File: src/rtl/resp_compactor_if.sv
// Response-pair handshake between the circuit-under-test harness and the compactor.
interface resp_compactor_if #(
  parameter int OUT_W = 8
);
  logic             in_valid;
  logic             in_ready;
  logic [OUT_W-1:0] resp_a;
  logic [OUT_W-1:0] resp_b;

  modport master (output in_valid, output resp_a, output resp_b, input in_ready);
  modport slave  (input in_valid, input resp_a, input resp_b, output in_ready);
endinterface

File: src/rtl/resp_compactor.sv
// Compacts golden/simplified response streams into MISR signatures, counts
// differing vectors, records the first failure and reports a pass/fail verdict.
module resp_compactor #(
  parameter int               OUT_W = 8,
  parameter int               CNT_W = 16,
  parameter logic [OUT_W-1:0] POLY  = 8'hB8,
  parameter logic [OUT_W-1:0] SEED  = 8'hFF
) (
  input  logic                 clk,
  input  logic                 rst_n,
  input  logic                 start,
  input  logic [CNT_W-1:0]     num_vec,
  resp_compactor_if.slave      bus,
  output logic                 busy,
  output logic                 done,
  output logic                 pass,
  output logic [CNT_W-1:0]     mismatch_cnt,
  output logic [CNT_W-1:0]     first_fail_idx,
  output logic [OUT_W-1:0]     first_fail_xor,
  output logic [OUT_W-1:0]     sig_a,
  output logic [OUT_W-1:0]     sig_b
);

  typedef enum logic [1:0] {
    S_IDLE = 2'd0,
    S_RUN  = 2'd1,
    S_DONE = 2'd2
  } state_t;

  state_t           state_q, state_d;
  logic [CNT_W-1:0] num_vec_q, num_vec_d;
  logic [CNT_W-1:0] vec_idx_q, vec_idx_d;
  logic             fail_seen_q, fail_seen_d;
  logic [CNT_W-1:0] mismatch_cnt_q, mismatch_cnt_d;
  logic [CNT_W-1:0] first_fail_idx_q, first_fail_idx_d;
  logic [OUT_W-1:0] first_fail_xor_q, first_fail_xor_d;
  logic [OUT_W-1:0] sig_a_q, sig_a_d;
  logic [OUT_W-1:0] sig_b_q, sig_b_d;
  logic             busy_q, busy_d;
  logic             done_q, done_d;
  logic             pass_q, pass_d;
  logic             in_ready_q, in_ready_d;

  logic             xfer;
  logic             differ;

  // Galois MISR step: shift right, fold in POLY when the LSB falls out, absorb r.
  function automatic logic [OUT_W-1:0] misr_step(input logic [OUT_W-1:0] s,
                                                 input logic [OUT_W-1:0] r);
    return (s >> 1) ^ (s[0] ? POLY : '0) ^ r;
  endfunction

  always_comb begin
    state_d          = state_q;
    num_vec_d        = num_vec_q;
    vec_idx_d        = vec_idx_q;
    fail_seen_d      = fail_seen_q;
    mismatch_cnt_d   = mismatch_cnt_q;
    first_fail_idx_d = first_fail_idx_q;
    first_fail_xor_d = first_fail_xor_q;
    sig_a_d          = sig_a_q;
    sig_b_d          = sig_b_q;

    xfer   = (state_q == S_RUN) && bus.in_valid;
    differ = (bus.resp_a != bus.resp_b);

    case (state_q)
      S_IDLE, S_DONE: begin
        if (start) begin
          num_vec_d        = num_vec;
          vec_idx_d        = '0;
          fail_seen_d      = 1'b0;
          mismatch_cnt_d   = '0;
          first_fail_idx_d = '0;
          first_fail_xor_d = '0;
          sig_a_d          = SEED;
          sig_b_d          = SEED;
          state_d          = (num_vec == '0) ? S_DONE : S_RUN;
        end
      end
      S_RUN: begin
        if (xfer) begin
          sig_a_d   = misr_step(sig_a_q, bus.resp_a);
          sig_b_d   = misr_step(sig_b_q, bus.resp_b);
          vec_idx_d = vec_idx_q + 1'b1;
          if (differ) begin
            if (mismatch_cnt_q != '1) begin
              mismatch_cnt_d = mismatch_cnt_q + 1'b1;
            end
            if (!fail_seen_q) begin
              first_fail_idx_d = vec_idx_q;
              first_fail_xor_d = bus.resp_a ^ bus.resp_b;
              fail_seen_d      = 1'b1;
            end
          end
          if (vec_idx_q == num_vec_q - 1'b1) begin
            state_d = S_DONE;
          end
        end
      end
      default: state_d = S_IDLE;
    endcase

    // Status flags are derived from next-state values so they land registered.
    busy_d     = (state_d == S_RUN);
    done_d     = (state_d == S_DONE);
    in_ready_d = (state_d == S_RUN);
    pass_d     = (state_d == S_DONE) && (mismatch_cnt_d == '0) && (sig_a_d == sig_b_d);
  end

  always_ff @(posedge clk) begin
    if (!rst_n) begin
      state_q          <= S_IDLE;
      num_vec_q        <= '0;
      vec_idx_q        <= '0;
      fail_seen_q      <= 1'b0;
      mismatch_cnt_q   <= '0;
      first_fail_idx_q <= '0;
      first_fail_xor_q <= '0;
      sig_a_q          <= SEED;
      sig_b_q          <= SEED;
      busy_q           <= 1'b0;
      done_q           <= 1'b0;
      pass_q           <= 1'b0;
      in_ready_q       <= 1'b0;
    end else begin
      state_q          <= state_d;
      num_vec_q        <= num_vec_d;
      vec_idx_q        <= vec_idx_d;
      fail_seen_q      <= fail_seen_d;
      mismatch_cnt_q   <= mismatch_cnt_d;
      first_fail_idx_q <= first_fail_idx_d;
      first_fail_xor_q <= first_fail_xor_d;
      sig_a_q          <= sig_a_d;
      sig_b_q          <= sig_b_d;
      busy_q           <= busy_d;
      done_q           <= done_d;
      pass_q           <= pass_d;
      in_ready_q       <= in_ready_d;
    end
  end

  assign bus.in_ready    = in_ready_q;
  assign busy            = busy_q;
  assign done            = done_q;
  assign pass            = pass_q;
  assign mismatch_cnt    = mismatch_cnt_q;
  assign first_fail_idx  = first_fail_idx_q;
  assign first_fail_xor  = first_fail_xor_q;
  assign sig_a           = sig_a_q;
  assign sig_b           = sig_b_q;

endmodule

File: src/flat_wrapper.sv
// flat-port wrapper written by rule: the top's interface ports become plain ports
module resp_compactor_flat 
#(
  parameter int               OUT_W = 8,
  parameter int               CNT_W = 16,
  parameter logic [OUT_W-1:0] POLY  = 8'hB8,
  parameter logic [OUT_W-1:0] SEED  = 8'hFF
)
  (clk, rst_n, start, num_vec, busy, done, pass, mismatch_cnt, first_fail_idx, first_fail_xor, sig_a, sig_b, bus_in_valid, bus_resp_a, bus_resp_b, bus_in_ready);
  resp_compactor_if #(.OUT_W(OUT_W)) bus_i ();
  input  logic clk;
  input  logic rst_n;
  input  logic start;
  input  logic [CNT_W-1:0] num_vec;
  output logic busy;
  output logic done;
  output logic pass;
  output logic [CNT_W-1:0] mismatch_cnt;
  output logic [CNT_W-1:0] first_fail_idx;
  output logic [OUT_W-1:0] first_fail_xor;
  output logic [OUT_W-1:0] sig_a;
  output logic [OUT_W-1:0] sig_b;
  input wire logic [$bits(bus_i.in_valid)-1:0] bus_in_valid;
  input wire logic [$bits(bus_i.resp_a)-1:0] bus_resp_a;
  input wire logic [$bits(bus_i.resp_b)-1:0] bus_resp_b;
  output wire logic [$bits(bus_i.in_ready)-1:0] bus_in_ready;
  assign bus_i.in_valid = bus_in_valid;
  assign bus_i.resp_a = bus_resp_a;
  assign bus_i.resp_b = bus_resp_b;
  assign bus_in_ready = bus_i.in_ready;
  resp_compactor #(.OUT_W(OUT_W), .CNT_W(CNT_W), .POLY(POLY), .SEED(SEED)) u_core (.clk(clk), .rst_n(rst_n), .start(start), .num_vec(num_vec), .bus(bus_i), .busy(busy), .done(done), .pass(pass), .mismatch_cnt(mismatch_cnt), .first_fail_idx(first_fail_idx), .first_fail_xor(first_fail_xor), .sig_a(sig_a), .sig_b(sig_b));
endmodule
File: config.mk
export PLATFORM = sky130hd
export DESIGN_NAME = resp_compactor_flat
export DESIGN_NICKNAME = d
export VERILOG_FILES = /design/src/rtl/resp_compactor_if.sv /design/src/rtl/resp_compactor.sv /design/src/flat_wrapper.sv
export SDC_FILE = /design/constraint.sdc
export NUM_CORES = 1
export LEC_CHECK = 0
export ABC_AREA = 0
export CAP_MARGIN = 20
export CORE_MARGIN = 3
export CORE_UTILIZATION = 31
export DETAILED_ROUTE_END_ITERATION = 16
export DONT_BUFFER_PORTS = 1
export SLEW_MARGIN = 20
export SYNTH_ARGS = -nofsm -noshare
export SYNTH_HDL_FRONTEND = slang
export SYNTH_SLANG_ARGS = --single-unit
File: constraint.sdc
create_clock -name clk -period 3.13 [get_ports clk]
set_input_delay 0.1565 -clock clk [delete_from_list [all_inputs] [get_ports clk]]
set_output_delay 0.1565 -clock clk [all_outputs]
set_load 0.02 [all_outputs]
# Word level (Yosys, flattened, before mapping)

Cells that the tools add are included.

Register bits after elaboration: 94
Output and inout bits: 60
Word-level logic and storage cells: 78

Add/subtract/negate cells: 3
Equal/unequal tests: 12
Multiplexer cells: 34
Bitwise gates (word level): 5
Reduce and logical (&&, ||, !) cells: 12

Operators by type and width:

| operator                | count |
|---|---|
| $mux W16                | 9 |
| $pmux W16 S2            | 3 |
| $mux W8                 | 10 |
| $pmux W8 S2             | 3 |
| $add A16 B1 Y16 const B | 2 |
| $logic_not A16 Y1       | 2 |
| $xor A8 B8 Y8           | 3 |
| $eq A16 B16 Y1          | 1 |
| $ne A16 B16 Y1 const B  | 1 |
| $sub A16 B1 Y16 const B | 1 |
| $xor A7 B8 Y8           | 2 |
| $eq A8 B8 Y1            | 1 |
| $mux W2                 | 4 |
| $ne A8 B8 Y1            | 1 |
| $reduce_and A5 Y1       | 1 |
| $eq A2 B1 Y1 const B    | 2 |
| $eq A2 B2 Y1 const B    | 2 |
| $ne A2 B1 Y1 const B    | 2 |
| $ne A2 B2 Y1 const B    | 2 |
| $pmux W2 S2             | 1 |
| $reduce_and A4 Y1       | 1 |
| $logic_and A1 B1 Y1     | 3 |
| $mux W1                 | 3 |
| $reduce_and A3 Y1       | 1 |
| other kinds (5)         | 5 |

# Depth between registers and ports, before layout

Depth in word-level cells: 8
Depth in mapped cells: 10

# Worst setup path after synthesis

OpenSTA, ideal clock, no wires.

Path type: register to register
Start: reg u_core.mismatch_cnt_q[0] (netlist: u_core.mismatch_cnt[0])
End: reg u_core.pass_q (netlist: u_core.pass)
Arrival: 2.520 ns
Setup slack: 0.537 ns
Stages on the path, launching flop included: 9
Buffers on the path: 0
Clock period less this slack: 2.593 ns
Cells stage by stage: dfxtp_1 ha_1 inv_1 or4_1 a2111oi_0 mux2_1 o21ai_1 o2111ai_1 nor3_2

Word-level cells in the longest chain between the ends: 8

RTL lines:

| element                                                  | RTL line                                   | text |
|---|---|---|
| start: declaration                                       | resp_compactor.sv:34                       | `logic [CNT_W-1:0] mismatch_cnt_q, mismatch_cnt_d;` |
| start signal: assignment                                 | resp_compactor.sv:131                      | `mismatch_cnt_q <= mismatch_cnt_d;` |
| $add A16 B1 Y16 / $ne A16 B16 Y1 (equally long branches) | resp_compactor.sv:88, resp_compactor.sv:87 |  |
| $mux W16                                                 | resp_compactor.sv:87                       | `if (mismatch_cnt_q != '1) begin` |
| $mux W16                                                 | resp_compactor.sv:86                       | `if (differ) begin` |
| $mux W16                                                 | resp_compactor.sv:82                       | `if (xfer) begin` |
| $pmux W16 S2 *                                           | resp_compactor.sv:67                       | `case (state_q)` |
| $logic_not A16 Y1 *                                      | resp_compactor.sv:108                      | `pass_d = (state_d == S_DONE) && (mismatch_cnt_d == '0) && (sig_a_d == sig_b_d);` |
| $logic_and A1 B1 Y1 * (2 in a row)                       | resp_compactor.sv:108                      |  |
| end signal: assignment                                   | resp_compactor.sv:138                      | `pass_q <= pass_d;` |
| end: declaration                                         | resp_compactor.sv:41                       | `logic pass_q, pass_d;` |

Every way passes the cells marked *; elsewhere a longest branch is shown, timed or not.
A chain may end at the register's enable or synchronous reset.

# Worst setup path after layout

Start: reg u_core.num_vec_q[1]
End: reg u_core.busy_q (netlist: u_core.busy)

Word-level cells in the longest chain between the ends: 6

RTL lines:

| element                  | RTL line              | text |
|---|---|---|
| start: declaration       | resp_compactor.sv:31  | `logic [CNT_W-1:0] num_vec_q, num_vec_d;` |
| start signal: assignment | resp_compactor.sv:128 | `num_vec_q <= num_vec_d;` |
| $sub A16 B1 Y16          | resp_compactor.sv:96  | `if (vec_idx_q == num_vec_q - 1'b1) begin` |
| $eq A16 B16 Y1           | resp_compactor.sv:96  |  |
| $mux W2                  | resp_compactor.sv:96  |  |
| $mux W2                  | resp_compactor.sv:82  |  |
| $pmux W2 S2              | resp_compactor.sv:67  |  |
| $eq A2 B1 Y1             | resp_compactor.sv:105 | `busy_d = (state_d == S_RUN);` |
| end signal: assignment   | resp_compactor.sv:136 | `busy_q <= busy_d;` |
| end: declaration         | resp_compactor.sv:39  | `logic busy_q, busy_d;` |

No other way between the ends.

==> impl_metrics.tcl <==
set metrics [dict create \
    dieHeight_um 137 \
    power_frac_seq_pct 44.4 \
    p_int_mw 2.10 \
    fillCellCount 1780 \
    clkSinkCount 94 \
    grt_pass1_wl_mm 24.1 \
    power.leakage_nw 2.07 \
    drv_cap 0 \
    final_nets 698 \
    slew_violations 0 \
    critPathBufInv 1 \
    wl_per_cell_um 16.8 \
    die_w_um 137 \
    postRouteAntennaNets 0 \
    hold_viol_final 0 \
    syn_to_final_growth_pct 14.4 \
    max_stage_delay_ns 0.52 \
    finalCritPeriodShare_pct 85.5 \
    cp_max_fo 9 \
    fin_hold_ws_ns 0.0216 \
    required_ns 3.38 \
    syn_nets 694 \
    insertion_delay_ns 0.36 \
    layout_commonest_cell "dfxtp_1" \
    worst_slew_pin_slew_ns 0.951 \
    cp-start-kind "register" \
    firstDrtPassIters 5 \
    track_usage_pct 16.3 \
    crit_type "register to register" \
    synth-async-reset-ratio_pct 0 \
    setup_viol 0 \
    critPathSlowestCell "nor3b_2" \
    ir_worst_vdd_mv 0.354 \
    cts_buffers 9 \
    port_buffers 0 \
    synthCells 655 \
    switching_share_pct 27.4 \
    tns_ns 0 \
    utilization_pct 36.4 \
    slew_headroom_pct 36.3 \
    rows 47 \
    viasPerCell 5.27 \
    critical_path.cell_chain "inv_1, ha_1, nor3b_2, a41oi_1, nor4_1, nand4_1, nor4b_4, nor2b_1, o21a_1" \
    cts_tree "built" \
    post-place-cells 851 \
    h-tree-depth 3 \
    hold_path_class "input port to register" \
    rsz0062_at_grt "false" \
    syn_avg_cell_area_um2 8.11 \
    core-area_um2 16700 \
    overflow 0 \
    switchingPower_uw 794 \
    max_freq_ghz 0.374 \
    clockBufferDepth 2 \
    drc_errors 0 \
    ys_seq_elements 94 \
    status "finished clean" \
    cellPowerDensity_nw_per_um2 477 \
    final_cell_mix "dfxtp_1, nand2_1, nor2_1, xor2_1" \
    stdcell_count 884 \
    synthFlopType "dfxtp_1" \
    dp_hpwl_mm 10.8 \
    combPwrFrac_pct 14.0 \
    place.gp.congestion 0.884 \
    yosysSeqAreaShare_pct 35.4 \
    synth.cell_area_um2 5310 \
    vias 4663 \
    wl_mm 14.8 \
    path_clk_slew_ns 0.07 \
    synth_edf_count 0 \
    grt_pass1_vias 4561 \
    ios 96 \
    period_minus_slack_ns 2.68 \
    clock_skew_ns 0.00821 \
    cp_top_family "simple AND/OR/NAND/NOR gates" \
    power_frac_clock_pct 41.6 \
    die_area_um2 18700 \
    end_kind "register" \
    antenna_cells 0 \
    drive_gt1_share_pct 8.13 \
    drt-initial-drc-count 232 \
    ys_types 68 \
    initial_core_util_pct 31.8 \
    grt_start_max_net_pins 78 \
    ys.warnings.count 0 \
    ctsRootBufferMaster "clkbuf_16" \
    antenna_found_initial 0 \
    cts.repair.resized 0 \
    arrival_ns 2.93 \
]
## final timing paths
path / cells past startpoint / start / to / slack (ns)
setup / recovery: 9 / u_core.num_vec_q[1]$_SDFFE_PN0P_ / u_core.busy$_SDFF_PN0_ / 0.45
hold / removal: 3 / bus_resp_a[1] / u_core.sig_a[1]$_SDFF_PN1_ / 0.02
setup reg to reg: 9 / u_core.num_vec_q[1]$_SDFFE_PN0P_ / u_core.busy$_SDFF_PN0_ / 0.45
hold reg to reg: 2 / u_core.num_vec_q[9]$_SDFFE_PN0P_ / u_core.num_vec_q[9]$_SDFFE_PN0P_ / 0.51
## state kept, by name (all words and copies together), names as in the netlist
signal                 count
u_core.pass                1
u_core.state_q             2
u_core.mismatch_cnt       16
u_core.first_fail_idx     16
u_core.sig_b               8
u_core.first_fail_xor      8
u_core.sig_a               8
u_core.fail_seen_q         1
u_core.num_vec_q          16
u_core.busy                1
u_core.done                1
u_core.vec_idx_q          16
## power by group through the flow
stage          registers, mW  logic (mW)  clock network [mW]
2_1_floorplan           1.29       0.314                   0
3_3_place_gp            1.31       0.373                   0
3_5_place_dp            1.31       0.374                   0
4_1_cts                 1.29       0.409                1.23
5_1_grt                 1.29       0.451                1.28
6_report                1.28       0.406                1.21
## metal layers
layer	share of wire, %	vias up	GRT usage, %
met5	0	-	0
met4	1.8	0	4.82
met3	7.5	19	6.03
met2	48	134	27.5
met1	42	2188	19.4
li1	-	2322	-
## worst register-to-register path, stage by stage (launching register included)
cell and delay (ns):
dfxtp_1 0.38, inv_1 0.08, ha_1 0.26, nor3b_2 0.52, a41oi_1 0.19, nor4_1 0.30
nand4_1 0.18, nor4b_4 0.35, nor2b_1 0.12, o21a_1 0.19
## through the flow
stage               total power, mW  cell area, µm²  setup WS [ns]
floorplan                      1.60            5310          0.537
global placement               1.69            5570          0.542
detailed placement             1.69            5570          0.480
CTS                            2.93            6080          0.466
global route                   3.02            6080          0.132
finish                         2.90            6080          0.454
## cell usage after synthesis, types with 2 or more instances
library cell	count	area (µm²)
nand3_1	38	190
o21ai_1	3	15.0
xor2_1	40	350
nor3_1	27	135
nor2b_1	9	56.3
or3_1	6	37.5
a41oi_1	2	17.5
a31oi_1	7	43.8
and3_1	10	62.6
o21bai_1	2	15.0
nor4_4	2	42.5
nand2b_1	3	18.8
buf_1	6	22.5
a221oi_1	2	17.5
xnor2_1	38	333
nor4_1	9	56.3
nand4_1	17	106
a21boi_0	21	158
o311a_1	2	20.0
a21oi_1	10	50.1
nand2_1	84	315
or4_1	3	22.5
buf_4	2	15.0
nand4b_1	2	17.5
nor4_2	2	25.0
o21a_1	12	90.1
a21boi_1	20	150
a21o_1	2	15.0
and4_1	8	70.1
inv_1	9	33.8
clkbuf_1	33	124
mux2i_1	2	20.0
ha_1	3	37.5
o21ai_0	28	140
and3b_1	2	17.5
nor2_1	48	180
a211oi_1	4	30.0
and2_1	9	56.3
buf_2	5	25.0
nor3_2	2	20.0
dfxtp_1	94	1880
## timing repair
| item | 4_1_cts | 5_1_grt |
|---|---|---|
| hold endpoints to repair | 77 | 0 |
| hold buffers | 17 | 0 |
| setup buffers | 0 | 0 |
## cells by family after synthesis
group | share of synthesized area (%)
muxes | 0.801
AOI/OAI and AO/OA | 17.6
xor gates and xnor gates | 12.9
buffers and inverters | 4.36
DFF | 35.4
and+or+nand+nor | 28.3
adders and majority gates | 0.707
## layout make-up
cell class	instances	area (µm²)	share of cell area, %
Multi-Input combinational cell	505	3200	52.7
Sequential cell	94	1880	31.0
Tap cell	220	275	4.53
Timing Repair Buffer	40	360	5.93
Clock buffer	10	229	3.77
Clock inverter	6	93.8	1.54
Inverter	9	33.8	0.556
Power figures use the tool's default switching activity.
